File: config.mk
export PLATFORM = sky130hd
export DESIGN_NAME = uart_rx
export DESIGN_NICKNAME = d
export VERILOG_FILES = /design/src/rtl/uart_pkg.sv /design/src/rtl/uart_rx_filter.sv /design/src/rtl/uart_rx.sv
export SDC_FILE = /design/constraint.sdc
export NUM_CORES = 1
export LEC_CHECK = 0
export CAP_MARGIN = 5
export CORE_MARGIN = 3
export CORE_UTILIZATION = 60
export DETAILED_ROUTE_END_ITERATION = 8
export DONT_BUFFER_PORTS = 1
export PLACE_DENSITY = 0.88
export SLEW_MARGIN = 20
export SYNTH_ARGS = -nofsm -noshare
export SYNTH_HDL_FRONTEND = slang
export SYNTH_SLANG_ARGS = --single-unit
File: constraint.sdc
create_clock -name clk -period 2.46 [get_ports clk]
set_clock_uncertainty 0.05 [all_clocks]
set_input_delay 0.123 -clock clk [delete_from_list [all_inputs] [get_ports clk]]
set_output_delay 0.123 -clock clk [all_outputs]
set_load 0.01 [all_outputs]
File: src/rtl/uart_pkg.sv
// uart_pkg: definitions shared by the UART receiver and transmitter.
//   uartState_e : 2-bit FSM state encoding used by both directions
//   DATA_BITS   : payload width of one frame
package uart_pkg;

    typedef enum logic [1:0] {
        IDLE      = 2'b00,
        START_BIT = 2'b01,
        DATA      = 2'b10,
        STOP_BIT  = 2'b11
    } uartState_e;

    localparam int DATA_BITS = 8;

endpackage

File: src/rtl/uart_rx_filter.sv
// uart_rx_filter: brings the asynchronous rx pin into the clk domain and
// produces the bit decision used by the receiver FSM.
//   clk, rst : clock, asynchronous active-high reset
//   rx       : raw serial pin (idle high)
//   rxS      : synchronised line level, used for edge/idle detection
//   rxBit    : bit decision used when sampling start/data/stop bits
// Build option UART_RX_MAJORITY_VOTE_EN: rxBit is the majority of the
// last three rxS samples (single-cycle glitches rejected, one extra
// cycle of latency on rxS). Without it rxBit is rxS.
module uart_rx_filter (
    input  logic clk,
    input  logic rst,
    input  logic rx,
    output logic rxS,
    output logic rxBit
);

    // Reset to the idle level so leaving reset never looks like a start bit.
    logic [1:0] sync;

    always_ff @(posedge clk or posedge rst) begin
        if (rst) begin
            sync <= 2'b11;
        end else begin
            sync <= {sync[0], rx};
        end
    end

`ifdef UART_RX_MAJORITY_VOTE_EN
    // hist[0] is the current rxS, hist[2:1] the two previous samples.
    logic [2:0] hist;

    always_ff @(posedge clk or posedge rst) begin
        if (rst) begin
            hist <= 3'b111;
        end else begin
            hist <= {hist[1:0], sync[1]};
        end
    end

    assign rxS   = hist[0];
    assign rxBit = (hist[0] & hist[1]) | (hist[0] & hist[2]) | (hist[1] & hist[2]);
`else
    assign rxS   = sync[1];
    assign rxBit = sync[1];
`endif

endmodule

File: src/rtl/uart_rx.sv
// uart_rx: 8N1 serial receiver sharing the transmitter's baud setting.
//   clk, rst      : clock, asynchronous active-high reset
//   cyclesPerBit  : clock cycles per bit (>= 4, static while busy)
//   rx            : serial line, asynchronous, idle high
//   dataOut       : last correctly received byte
//   dataAvailable : one-cycle strobe, dataOut just updated
//   framingError  : one-cycle strobe, stop bit sampled low
//   busy          : high whenever the FSM is not IDLE
// Build option UART_RX_MAJORITY_VOTE_EN is handled inside uart_rx_filter.
//
// state     | meaning
// ----------+-----------------------------------------------------------
// IDLE      | line idle, counters held at 0, waiting for rxS low
// START_BIT | wait half a bit, confirm start bit is still low
// DATA      | sample 8 data bits LSB first, one per bit period
// STOP_BIT  | sample stop bit; if low, report and wait for line release
module uart_rx
    import uart_pkg::*;
#(
    parameter int CLOCK_SCALE_BITS = 16
) (
    input  logic                        clk,
    input  logic                        rst,
    input  logic [CLOCK_SCALE_BITS-1:0] cyclesPerBit,
    input  logic                        rx,
    output logic [DATA_BITS-1:0]        dataOut,
    output logic                        dataAvailable,
    output logic                        framingError,
    output logic                        busy
);

    localparam logic [CLOCK_SCALE_BITS-1:0] ONE = 1;

    logic                        rxS;
    logic                        rxBit;
    uartState_e                  state;
    logic [CLOCK_SCALE_BITS-1:0] count;
    logic [2:0]                  bitCounter;
    logic [DATA_BITS-1:0]        shift;
    logic                        inBreak;
    logic [CLOCK_SCALE_BITS-1:0] halfBit;
    logic [CLOCK_SCALE_BITS-1:0] lastCount;

    uart_rx_filter filter (
        .clk   (clk),
        .rst   (rst),
        .rx    (rx),
        .rxS   (rxS),
        .rxBit (rxBit)
    );

    assign halfBit   = cyclesPerBit >> 1;
    // The counter is cleared on the sampling cycle, so a full bit period
    // ends when it reaches cyclesPerBit - 1.
    assign lastCount = cyclesPerBit - ONE;

    // Compares use >= so that a cyclesPerBit change mid-frame can only
    // shorten a bit period, never strand the FSM out of IDLE.
    always_ff @(posedge clk or posedge rst) begin
        if (rst) begin
            state         <= IDLE;
            count         <= '0;
            bitCounter    <= '0;
            shift         <= '0;
            inBreak       <= 1'b0;
            dataOut       <= '0;
            dataAvailable <= 1'b0;
            framingError  <= 1'b0;
            busy          <= 1'b0;
        end else begin
            dataAvailable <= 1'b0;
            framingError  <= 1'b0;
            case (state)
                IDLE: begin
                    count      <= '0;
                    bitCounter <= '0;
                    inBreak    <= 1'b0;
                    if (!rxS) begin
                        state <= START_BIT;
                        busy  <= 1'b1;
                    end else begin
                        busy  <= 1'b0;
                    end
                end
                START_BIT: begin
                    if (count >= halfBit) begin
                        count <= '0;
                        if (rxBit) begin
                            state <= IDLE;
                            busy  <= 1'b0;
                        end else begin
                            state <= DATA;
                        end
                    end else begin
                        count <= count + ONE;
                    end
                end
                DATA: begin
                    if (count >= lastCount) begin
                        count             <= '0;
                        shift[bitCounter] <= rxBit;
                        bitCounter        <= bitCounter + 3'd1;
                        if (bitCounter == 3'd7) begin
                            state <= STOP_BIT;
                        end
                    end else begin
                        count <= count + ONE;
                    end
                end
                STOP_BIT: begin
                    if (inBreak) begin
                        // Framing error already reported; wait for line release.
                        if (rxS) begin
                            state   <= IDLE;
                            busy    <= 1'b0;
                            inBreak <= 1'b0;
                        end
                    end else if (count >= lastCount) begin
                        count <= '0;
                        if (rxBit) begin
                            dataOut       <= shift;
                            dataAvailable <= 1'b1;
                            state         <= IDLE;
                            busy          <= 1'b0;
                        end else begin
                            framingError <= 1'b1;
                            inBreak      <= 1'b1;
                        end
                    end else begin
                        count <= count + ONE;
                    end
                end
                default: begin
                    state <= IDLE;
                    busy  <= 1'b0;
                end
            endcase
        end
    end

endmodule

==> results.sh <==
export IMPL_crit_path_start_kind="input pin"
export IMPL_p_seq_frac=0.345
export IMPL_io_pins=30
export IMPL_violations="setup timing"
export IMPL_portBuffers=0
export IMPL_critical_path_buf_inv_count=1
export IMPL_yosysTopAreaCell="dfrtp_1"
export IMPL_synthTopCellsByArea="dfrtp_1, ha_1, nand2_1, xnor2_1, mux2_4"
export IMPL_drive_gt1_frac=0.2748
export IMPL_cts_sinks=43
export IMPL_fin_crit_ps=2728
export IMPL_antenna_found_initial=0
export IMPL_peakVddDrop_uv=671.4
export IMPL_worst_pin_slew_ps=861.4
export IMPL_grt_pass1_wl_um=13280
export IMPL_intPower_uw=1389
export IMPL_nNetsFinal=450
export IMPL_layout_setup_ws_ps=-268.3
export IMPL_clock_root_buffer="clkbuf_8"
export IMPL_synth_cell_type_count=56
export IMPL_place_ws_ps=-475.0
export IMPL_cts_buffers=5
export IMPL_synthMuxAreaShare=0.08266
export IMPL_wl_per_cell_um=18.93
export IMPL_grt_max_degree=28
export IMPL_detail_route_antenna_nets=0
export IMPL_slowest_delay_ps=420
export IMPL_core_area_mm2=0.005172
export IMPL_grt_util_all_layers=0.2658
export IMPL_synth_fa_ha_area_frac=0.1493
export IMPL_cp_max_fo=7
export IMPL_p_total_uw=2277
export IMPL_start_util=0.6321
export IMPL_critical_path_top_delay_family="simple AND/OR/NAND/NOR gates"
export IMPL_synth_compound_area_frac=0.1626
export IMPL_drc=0
export IMPL_hold_violations=0
export IMPL_synthFlopType="dfrtp_1"
export IMPL_max_freq_mhz=366.5
export IMPL_synth_seq_cells=43
export IMPL_yosys_top_cells_count="nand2_1, dfrtp_1, ha_1"
export IMPL_synth_fp_nets=405
export IMPL_final_core_util=0.7685
export IMPL_ys_warn_count=0
export IMPL_wirelength_um=8763
export IMPL_synth_top_family_by_area="simple AND/OR/NAND/NOR gates"
export IMPL_crit_chain="nor4_4 > nand2_1 > or3_4 > nor3_4 > xnor2_1 > ha_1 > nand2_2 > o21ai_2 > a21oi_4 > buf_6 > o211a_4 > o21ai_4 > o311ai_1"
export IMPL_total_leakage_power_uw=0.001885
export IMPL_netlist_instances=347
export IMPL_cp_end_kind="register"
export IMPL_h_tree_depth=2
export IMPL_p_per_area_mw_per_mm2=572.9
export IMPL_dp_cells=443
export IMPL_yosys_area_top_type_share=0.3138
export IMPL_cap_violations=0
export IMPL_final_cell_area_mm2=0.003975
export IMPL_drtIter0Drc=316
export IMPL_sw_frac_of_total=0.3901
export IMPL_pwr_share_clk=0.207
export IMPL_hold_path_class="reg -> reg"
export IMPL_status="finished with violations"
export IMPL_cp_required_ps=2590
export IMPL_cp_arrival_ps=2860
export IMPL_insertedDiodeCount=0
export IMPL_synth_area_mm2=0.003269
export IMPL_dieArea_mm2=0.006370
export IMPL_setup_violations=34
export IMPL_dpl_cell_area_mm2=0.003618
export IMPL_final_max_slew_viol_count=0
export IMPL_instances_no_fill=463
export IMPL_max_slew_margin_rel=0.4251
export IMPL_async_flop_share=1.000
export IMPL_area_delta_synth_final_pct=21.58
export IMPL_synthSimpleGateAreaFrac=0.1921
export IMPL_grt_pass1_vias=2765
export IMPL_p_comb_frac=0.449
export IMPL_synth_avg_cell_area_um2=9.422
export IMPL_gp_congestion=0.8749
export IMPL_crit_slowest_cell="or3_4"
export IMPL_clk_latency_ps=300
export IMPL_synth_most_common_cell="nand2_1"
export IMPL_path_class="in -> reg"
export IMPL_cts_tree="done"
export IMPL_layout_worst_path_cycle_share=1.109
export IMPL_vias_per_cell=6.356
export IMPL_ys_seq_area_frac=0.3299
export IMPL_clock_path_buffers=2
export IMPL_clk_pin_slew_worst_paths_ps=90
export IMPL_rows=26
export IMPL_drtPass1Iterations=5
export IMPL_overflow=0
export IMPL_die_h_um=79.82
export IMPL_vias=2943
export IMPL_rsz0062_at_grt="true"
export IMPL_die_width_um=79.82
export IMPL_p_sw_uw=888.5
export IMPL_hpwl_um=5497
export IMPL_synth_edf_count=0
export IMPL_synth_xor_area_frac=0.03750
-- cell usage in the layout, fill, tap and decap left out, types with 4 or more instances in the layout --
master    Yosys  final
nand3_1      14     14
nand4b_1      4      4
o211ai_1     13     13
nand2_1      43     40
mux2_1        4      4
nor2b_1       6      6
xnor2_1      14     14
inv_1        24     24
nand4_1       6      6
nor3_1       11      9
mux2i_1       6      6
buf_6         2      8
ha_1         39     39
dfrtp_1      41     41
mux2_2        4      4
clkbuf_8      0      5
o21ai_1       0      4
a21oi_1      12     10
o21ai_2       1     12
mux2_4        8      8
buf_4         1     36
nor2_1       23     22
-- worst reg2reg max path: stages (launching register included) --
cell      delay [ps]
dfrtp_1          380
inv_1            120
ha_1             200
inv_1            100
a2111o_1         410
or2_2            330
a211oi_4         320
buf_4            190
o21ai_4           70
o311ai_1         320
-- timing repair --
action | 4_1_cts | 5_1_grt
hold buffers | 2 | 0
resized for setup | 24 | 26
endpoints found under the setup margin | 39 | 41
endpoints found under the hold margin | 23 | 0
buffers inserted | 4 | 5
pin swaps | 16 | 20
gates cloned | 1 | 0
-- state kept, by name (all words and copies together) (netlist names), named ones only --
name,count
count,16
dataOut,8
shift,8
bitCounter,3
filter.sync,2
busy,1
dataAvailable,1
framingError,1
inBreak,1
state,1
-- metal layers --
metal,global-route usage,share of wire,wire (um)
met2,0.4449,0.48,4232
met3,0.05079,0.075,656
met1,0.3465,0.41,3611
met4,0.08446,0.030,262
met5,0,0,0
-- power by group through the flow --
| stage | logic (uW) | clock network (uW) | registers [uW] |
|---|---|---|---|
| 2_1_floorplan | 521 | 0 | 800 |
| 3_3_place_gp | 719 | 0 | 795 |
| 3_5_place_dp | 737 | 0 | 797 |
| 4_1_cts | 841 | 470 | 783 |
| 5_1_grt | 1100 | 507 | 792 |
| 6_report | 1020 | 470 | 785 |
-- stage by stage --
step                      setup TNS (ps)  hold slack [ps]
after floorplan                    -5168            77.48
after global placement            -13610            77.56
after detailed placement          -16320            77.55
after CTS                          -2223            308.7
after global routing               -9430            304.2
final                              -4363            308.7
-- cell type report --
type                    count  area, um^2
clock buffers               5       68.82
flip-flops and latches     43        1079
fillers                   284        1197
repair buffers             47       400.4
multi-input cells         271        2226
well taps                  70       87.58
inverters                  24       90.09
clock inverters             3       23.77
-- kinds of logic (layout without fill, tap and decap cells) --
family | count (synthesis) | count (layout)
compound gates | 68 | 68
xor+xnor | 14 | 14
fa+ha+maj | 39 | 39
buf+inv | 34 | 79
flops | 43 | 43
mux | 22 | 22
simple gates | 127 | 128
-- path summary, 6_finish.rpt --
| check | startpoint | to | slack (ps) | cells after the start |
|---|---|---|---|---|
| min in group asynchronous | rst | dataAvailable | 380 | 2 |
| setup / recovery | cyclesPerBit[5] | count[11] | -270 | 13 |
| setup reg to reg | register | count[11] | -150 | 9 |
| hold / removal | filter.sync[0] | filter.sync[1] | 310 | 0 |
| hold reg to reg | filter.sync[0] | filter.sync[1] | 310 | 0 |
| max in group asynchronous | rst | count[0] | 1240 | 3 |
No activity file was read; power rests on OpenSTA's default activity.
